### src/rtl/rpn_stack_ctrl_pkg.sv
// Shared opcodes, FSM state encoding and opcode classification for the
// RPN stack command sequencer.
package rpn_stack_ctrl_pkg;

  localparam logic [2:0] OP_PUSH = 3'b000;
  localparam logic [2:0] OP_POP  = 3'b001;
  localparam logic [2:0] OP_ADD  = 3'b010;
  localparam logic [2:0] OP_SUB  = 3'b011;
  localparam logic [2:0] OP_AND  = 3'b100;
  localparam logic [2:0] OP_OR   = 3'b101;
  localparam logic [2:0] OP_XOR  = 3'b110;
  localparam logic [2:0] OP_DUP  = 3'b111;

  typedef enum logic [1:0] {
    S_IDLE = 2'd0,
    S_POP1 = 2'd1,
    S_POP2 = 2'd2,
    S_PUSH = 2'd3
  } state_t;

  function automatic logic is_binop(input logic [2:0] op);
    return (op != OP_PUSH) && (op != OP_POP) && (op != OP_DUP);
  endfunction

endpackage

### src/rtl/rpn_stack_ctrl_alu.sv
// Combinational two-operand ALU. a is the newer (top) entry, b the older one;
// SUB yields b - a, arithmetic wraps modulo 2**B.
module rpn_alu
  import rpn_stack_ctrl_pkg::*;
#(
  parameter int B = 8
) (
  input  logic [2:0]   i_op,
  input  logic [B-1:0] i_a,
  input  logic [B-1:0] i_b,
  output logic [B-1:0] o_y
);

  always_comb begin
    o_y = '0;
    case (i_op)
      OP_ADD:  o_y = i_b + i_a;
      OP_SUB:  o_y = i_b - i_a;
      OP_AND:  o_y = i_b & i_a;
      OP_OR:   o_y = i_b | i_a;
      OP_XOR:  o_y = i_b ^ i_a;
      default: o_y = '0;
    endcase
  end

endmodule

### src/rtl/rpn_stack_ctrl.sv
// Command sequencer in front of a Lifo: turns single-cycle RPN commands into
// Lifo pop/push sequences, tracking depth and sticky under/overflow flags.
//
// state | meaning
// IDLE  | ready for a command; preconditions checked against r_depth
// POP1  | pop newest entry (a); POP finishes here with the result
// POP2  | pop older entry (b); compute b OP a into write data
// PUSH  | push write data; binary ops also publish it as the result
module rpn_stack_ctrl
  import rpn_stack_ctrl_pkg::*;
#(
  parameter int B = 8,
  parameter int W = 2
) (
  input  logic         i_clk,
  input  logic         i_reset,
  input  logic         i_cmd_valid,
  input  logic [2:0]   i_cmd_op,
  input  logic [B-1:0] i_cmd_data,
  output logic         o_cmd_ready,
  input  logic         i_err_clr,
  output logic         o_stk_rd,
  output logic         o_stk_wr,
  output logic [B-1:0] o_stk_w_data,
  input  logic [B-1:0] i_stk_r_data,
  input  logic         i_stk_full,
  input  logic         i_stk_empty,
  output logic [B-1:0] o_result,
  output logic         o_result_valid,
  output logic [W:0]   o_depth,
  output logic         o_err_underflow,
  output logic         o_err_overflow
);

  localparam logic [W:0] DEPTH_MAX = {1'b1, {W{1'b0}}};
  localparam logic [W:0] ONE       = {{W{1'b0}}, 1'b1};
  localparam logic [W:0] TWO       = ONE << 1;

  state_t       r_state, w_state_nxt;
  logic [2:0]   r_op, w_op_nxt;
  logic [B-1:0] r_a, w_a_nxt;
  logic [B-1:0] r_w_data, w_w_data_nxt;
  logic [B-1:0] r_result, w_result_nxt;
  logic         r_result_valid, w_result_valid_nxt;
  logic [W:0]   r_depth, w_depth_nxt;
  logic         r_err_u, r_err_o;
  logic         w_set_u, w_set_o;
  logic [B-1:0] w_alu_y;

  rpn_alu #(.B(B)) u_alu (
    .i_op (r_op),
    .i_a  (r_a),
    .i_b  (i_stk_r_data),
    .o_y  (w_alu_y)
  );

  always_ff @(posedge i_clk) begin
    if (i_reset) begin
      r_state        <= S_IDLE;
      r_op           <= OP_PUSH;
      r_a            <= '0;
      r_w_data       <= '0;
      r_result       <= '0;
      r_result_valid <= 1'b0;
      r_depth        <= '0;
      r_err_u        <= 1'b0;
      r_err_o        <= 1'b0;
    end else begin
      r_state        <= w_state_nxt;
      r_op           <= w_op_nxt;
      r_a            <= w_a_nxt;
      r_w_data       <= w_w_data_nxt;
      r_result       <= w_result_nxt;
      r_result_valid <= w_result_valid_nxt;
      r_depth        <= w_depth_nxt;
      // a new error in the same cycle as err_clr still lands
      r_err_u        <= w_set_u | (r_err_u & ~i_err_clr);
      r_err_o        <= w_set_o | (r_err_o & ~i_err_clr);
    end
  end

  always_comb begin
    w_state_nxt        = r_state;
    w_op_nxt           = r_op;
    w_a_nxt            = r_a;
    w_w_data_nxt       = r_w_data;
    w_result_nxt       = r_result;
    w_result_valid_nxt = 1'b0;
    w_depth_nxt        = r_depth;
    w_set_u            = 1'b0;
    w_set_o            = 1'b0;

    case (r_state)
      S_IDLE: begin
        if (i_cmd_valid) begin
          case (i_cmd_op)
            OP_PUSH: begin
              if (r_depth == DEPTH_MAX) begin
                w_set_o = 1'b1;
              end else begin
                w_op_nxt     = i_cmd_op;
                w_w_data_nxt = i_cmd_data;
                w_state_nxt  = S_PUSH;
              end
            end
            OP_POP: begin
              if (r_depth == '0) begin
                w_set_u = 1'b1;
              end else begin
                w_op_nxt    = i_cmd_op;
                w_state_nxt = S_POP1;
              end
            end
            OP_DUP: begin
              if (r_depth == '0) begin
                w_set_u = 1'b1;
              end else if (r_depth == DEPTH_MAX) begin
                w_set_o = 1'b1;
              end else begin
                w_op_nxt     = i_cmd_op;
                w_w_data_nxt = i_stk_r_data;
                w_state_nxt  = S_PUSH;
              end
            end
            default: begin
              if (r_depth < TWO) begin
                w_set_u = 1'b1;
              end else begin
                w_op_nxt    = i_cmd_op;
                w_state_nxt = S_POP1;
              end
            end
          endcase
        end
      end
      S_POP1: begin
        w_a_nxt     = i_stk_r_data;
        w_depth_nxt = r_depth - ONE;
        if (r_op == OP_POP) begin
          w_result_nxt       = i_stk_r_data;
          w_result_valid_nxt = 1'b1;
          w_state_nxt        = S_IDLE;
        end else begin
          w_state_nxt = S_POP2;
        end
      end
      S_POP2: begin
        w_w_data_nxt = w_alu_y;
        w_depth_nxt  = r_depth - ONE;
        w_state_nxt  = S_PUSH;
      end
      S_PUSH: begin
        w_depth_nxt = r_depth + ONE;
        if (is_binop(r_op)) begin
          w_result_nxt       = r_w_data;
          w_result_valid_nxt = 1'b1;
        end
        w_state_nxt = S_IDLE;
      end
      default: w_state_nxt = S_IDLE;
    endcase

    // Lifo status must agree with our own depth; disagreement is flagged
    if (i_stk_empty != (r_depth == '0))      w_set_u = 1'b1;
    if (i_stk_full  != (r_depth == DEPTH_MAX)) w_set_o = 1'b1;
  end

  assign o_cmd_ready     = (r_state == S_IDLE);
  assign o_stk_rd        = (r_state == S_POP1) || (r_state == S_POP2);
  assign o_stk_wr        = (r_state == S_PUSH);
  assign o_stk_w_data    = r_w_data;
  assign o_result        = r_result;
  assign o_result_valid  = r_result_valid;
  assign o_depth         = r_depth;
  assign o_err_underflow = r_err_u;
  assign o_err_overflow  = r_err_o;

endmodule

### config.mk
export PLATFORM = sky130hd
export DESIGN_NAME = rpn_stack_ctrl
export DESIGN_NICKNAME = d
export VERILOG_FILES = /design/src/rtl/rpn_stack_ctrl_pkg.sv /design/src/rtl/rpn_stack_ctrl_alu.sv /design/src/rtl/rpn_stack_ctrl.sv
export SDC_FILE = /design/constraint.sdc
export NUM_CORES = 1
export LEC_CHECK = 0
export ABC_CLOCK_PERIOD_IN_PS = 3500
export BUFFER_PORTS_ARGS = -buffer_cell sky130_fd_sc_hd__buf_2
export CAP_MARGIN = 15
export CORE_AREA = 10 10 81 83
export CTS_CLUSTER_DIAMETER = 100
export CTS_CLUSTER_SIZE = 24
export DETAILED_ROUTE_END_ITERATION = 8
export DIE_AREA = 0 0 91 93
export GPL_TIMING_DRIVEN = 0
export PLACE_DENSITY = 0.88
export SYNTH_ARGS = -nofsm -noshare
export SYNTH_HDL_FRONTEND = slang
export SYNTH_SLANG_ARGS = --single-unit
### constraint.sdc
create_clock -name i_clk -period 3.5 [get_ports i_clk]
set_input_delay 0 -clock i_clk [delete_from_list [all_inputs] [get_ports i_clk]]
set_output_delay 0 -clock i_clk [all_outputs]
set_load 0.05 [all_outputs]
==> results.txt <==
----------------------------------------------------
[Drt]
  Antenna violation net count after detailed routing ... 0
  Drc violations ... 0
  Aggregate routed wire length ... about 7200 um
  Drt via density ... ~5.7
  Detailed-router iteration count before antenna repair ... 5
  Routed wire length per instance ... 15.9 um
  Overall via count from detail_route ... 2595
  1st-iter DRT viols ... between 200 and 250

[Clock network]
  CTS-repair resized insts ... 0
  Worst skew pair latency ... about 0.30 ns
  Clock transition at the register clock pins on the worst setup and hold paths after CTS ... 0.08 ns
  Clock Path Buffers ... 2
  CTS H-tree lvls ... 2
  Clock tree root buffer cell ... sky130_fd_sc_hd__clkbuf_8
  CTS sink count ... 35
  Hold-fix buffers, CTS ... 2
  Number of buffers inserted to repair setup after CTS ... 0
  Number of buffers added by the clock tree synthesis step ... 5
  CTS tree ... yes

[Power]
  Clock share of power ... 0.173
  LEAKAGE ... roughly 1.4 nW
  Proportion of power drawn by flip-flops and latches ... 0.224
  Power density relative to cell area ... around 800 nW/um^2
  Design internal power ... between 1 and 1.5 mW
  Peak supply drop ... 0.000298 V
  Reported net switching power ... ~1.2 mW
  Total power of the final layout ... about 2.6 mW
  Part of the power in combinational logic ... 0.603
  Sw Share ... 0.469

[Timing]
  Highest Clock Rate ... between 300 and 400 MHz
  Final setup skew ... 0.00790 ns
  Final critical-path required period ... 3.32 ns
  Final total negative setup slack ... 0 ns
  Setup repair after global routing missed its margin ... no
  Max-slew violation total from the final report ... 0
  Transition time of the tightest slew-check pin ... 0.732 ns
  Setup Viol. Count Final ... 0
  Post-route clock period utilization ... 0.948
  Max-slew headroom at the worst pin ... 0.512
  Hold Violations, Final ... 0

[Synthesis]
  Most common library cells after synthesis ... sky130_fd_sc_hd__nor2_1, sky130_fd_sc_hd__dfxtp_1, sky130_fd_sc_hd__ha_1
  Main area contributors after synthesis ... sky130_fd_sc_hd__dfxtp_1, sky130_fd_sc_hd__ha_1, sky130_fd_sc_hd__mux2i_1
  Share of Yosys cell area claimed by the top area cell type ... 0.252
  Mapped Nets ... between 300 and 400
  Number of warnings printed during yosys synthesis ... 0
  Combined area of all synthesized cells ... around 2800 um^2
  Count of state elements after synthesis ... 35
  FFs w/ async S/R, synth ... 0
  Synth area leader ... sky130_fd_sc_hd__dfxtp_1
  Cell variety after synth ... 62
  Flip-flop cell with the highest count after synthesis ... sky130_fd_sc_hd__dfxtp_1
  Mean instance size in the synthesized netlist ... approximately 8.5 um^2
  Sequential element share of the synthesized area ... 0.252
  Most common cell in the synthesized netlist ... sky130_fd_sc_hd__nor2_1
  EDFF count, synth ... 0
  Cells after Synth ... around 330

[GRT]
  GR Overflow Total ... 0
  Antenna violations before repair ... 0
  Wire length of the first global-routing pass ... 11900 um
  Total routing resource utilization after global routing ... 0.167
  Via count of the first global-routing pass ... 2561
  Maximum number of pins on one net before global-route repair ... 13

[Status]
  Status ... complete, no violations

[Cells and area]
  Net count reported at finish ... ~440
  Area taken by multi-input logic gates ... around 1900 um^2
  Sequential cell area in the final layout ... approximately 700 um^2
  Layout filler cell count ... 441
  Fin cells ... roughly 460
  Syn-to-layout area delta ... 17.4%
  Fraction of layout cells with a size suffix above 1 ... 0.207
  Number of antenna diodes ... 0

[Floorplan]
  Core region area ... roughly 5000 um^2
  Initial core utilization ... 0.555
  DIE AREA ... around 8500 um^2
  I/O pin total ... 50
  Die Span Y ... roughly 93 um
  Width of the die ... roughly 91 um
  Row Count ... 26

[Hold path]
  Class of the tightest hold or removal check ... in2reg

[Placed design]
  Number of cells after detailed placement ... 446
  HPWL after DPL ... approximately 5700 um
  Number of input and output port buffers inserted ... between 40 and 50
  Routability congestion estimate from global placement ... approximately 0.95

[Setup path]
  Critical path class ... reg2reg
  Required time at the worst-slack endpoint ... ~3.7 ns
  CP endpoint kind ... register
  Kind of launch point of the worst setup path ... register
  Data arrival at the endpoint of the critical path ... around 3.5 ns
  Maximum fanout along the worst path ... 10

[Run]
  Max-capacitance violation count ... 0

----------------------------------------------------
[power by group through the flow]
stage	combinational (mW)	clock, mW	sequential, mW
after floorplan	1.07	0	0.750
after global placement	1.49	0	0.585
after detailed placement	1.53	0	0.592
after CTS	1.55	0.450	0.583
after global routing	1.71	0.467	0.600
final	1.57	0.450	0.584
[worst paths after layout]
check / slack, ns / endpoint / startpoint / cells past startpoint
setup / recovery: 0.18 / o_stk_w_data[7] / r_op[1] / 12
hold / removal: 0.01 / o_err_overflow / i_stk_full / 3
setup reg to reg: 0.18 / o_stk_w_data[7] / r_op[1] / 12
hold reg to reg: 0.48 / o_err_overflow / o_err_overflow / 2
[sequential cells by signal, summed over array words and instances, names as in the netlist]
register         flops
o_result             8
o_err_underflow      1
r_a                  8
o_err_overflow       1
o_depth              3
r_state              2
r_op                 3
o_result_valid       1
o_stk_w_data         8
[cells in the final DEF (no fill, tap or decap), drive strengths merged, types with 4 or more instances in the layout]
cell type and n:
buf 53, nor2 41, dfxtp 35, nand2 30, ha 29, mux2i 28, inv 21, a21oi 16
clkbuf 15, a211oi 13, xnor2 11, o21ai 9, o22ai 8, nand2b 6, nor2b 5, nor3 5
o211ai 4
[through the flow]
step	hold slack [ns]	area [um^2]	util	setup slack, ns
final	0.0106	3260	0.651	0.181
after global routing	0.0506	3260	0.651	0.0267
after CTS	0.00927	3260	0.651	0.260
after detailed placement	0.246	3110	0.620	0.295
after global placement	0.245	3110	0.620	0.378
after floorplan	0.144	2780	-	0.709
[final cells by class]
class,count,share of cell area
Timing Repair Buffer,50,0.0798
Sequential cell,35,0.215
Buffer,16,0.0299
Inverter,21,0.0242
Clock buffer,5,0.0211
Tap cell,70,0.0268
Clock inverter,3,0.0207
Multi-Input combinational cell,256,0.583
[logic make-up (layout without fill, tap and decap cells)]
family	count (synthesis)	in the layout	synth area share
flip-flops	35	35	0.252
XOR/XNOR	14	14	0.0441
adder cells (fa/ha/maj)	31	31	0.145
buffers and inverters	37	95	0.0635
AND/OR/NAND/NOR	107	107	0.189
AO/OA/AOI/OAI	76	76	0.206
multiplexers	28	28	0.101
[routing by layer]
metal / wire length (um) / vias to the layer above / track usage / share of wire
li1: - / 1272 / - / -
met1: 3020 / 1204 / 0.185 / 0.42
met2: 3550 / 104 / 0.300 / 0.49
met3: 519 / 15 / 0.0472 / 0.072
met4: 155 / 0 / 0.0614 / 0.021
met5: 0 / - / 0 / 0
[critical path, cell delays in order (launching register included)]
cell                        delay, ns
sky130_fd_sc_hd__dfxtp_1         0.42
sky130_fd_sc_hd__buf_2           0.30
sky130_fd_sc_hd__nor2b_1         0.36
sky130_fd_sc_hd__and2_1          0.24
sky130_fd_sc_hd__nor2_1          0.07
sky130_fd_sc_hd__xnor2_1         0.13
sky130_fd_sc_hd__ha_1            0.35
sky130_fd_sc_hd__a21o_1          0.18
sky130_fd_sc_hd__a21o_1          0.18
sky130_fd_sc_hd__a221oi_2        0.35
sky130_fd_sc_hd__xnor2_1         0.12
sky130_fd_sc_hd__o211a_1         0.22
sky130_fd_sc_hd__a2111oi_2       0.31
Power figures use the tool's default switching activity.
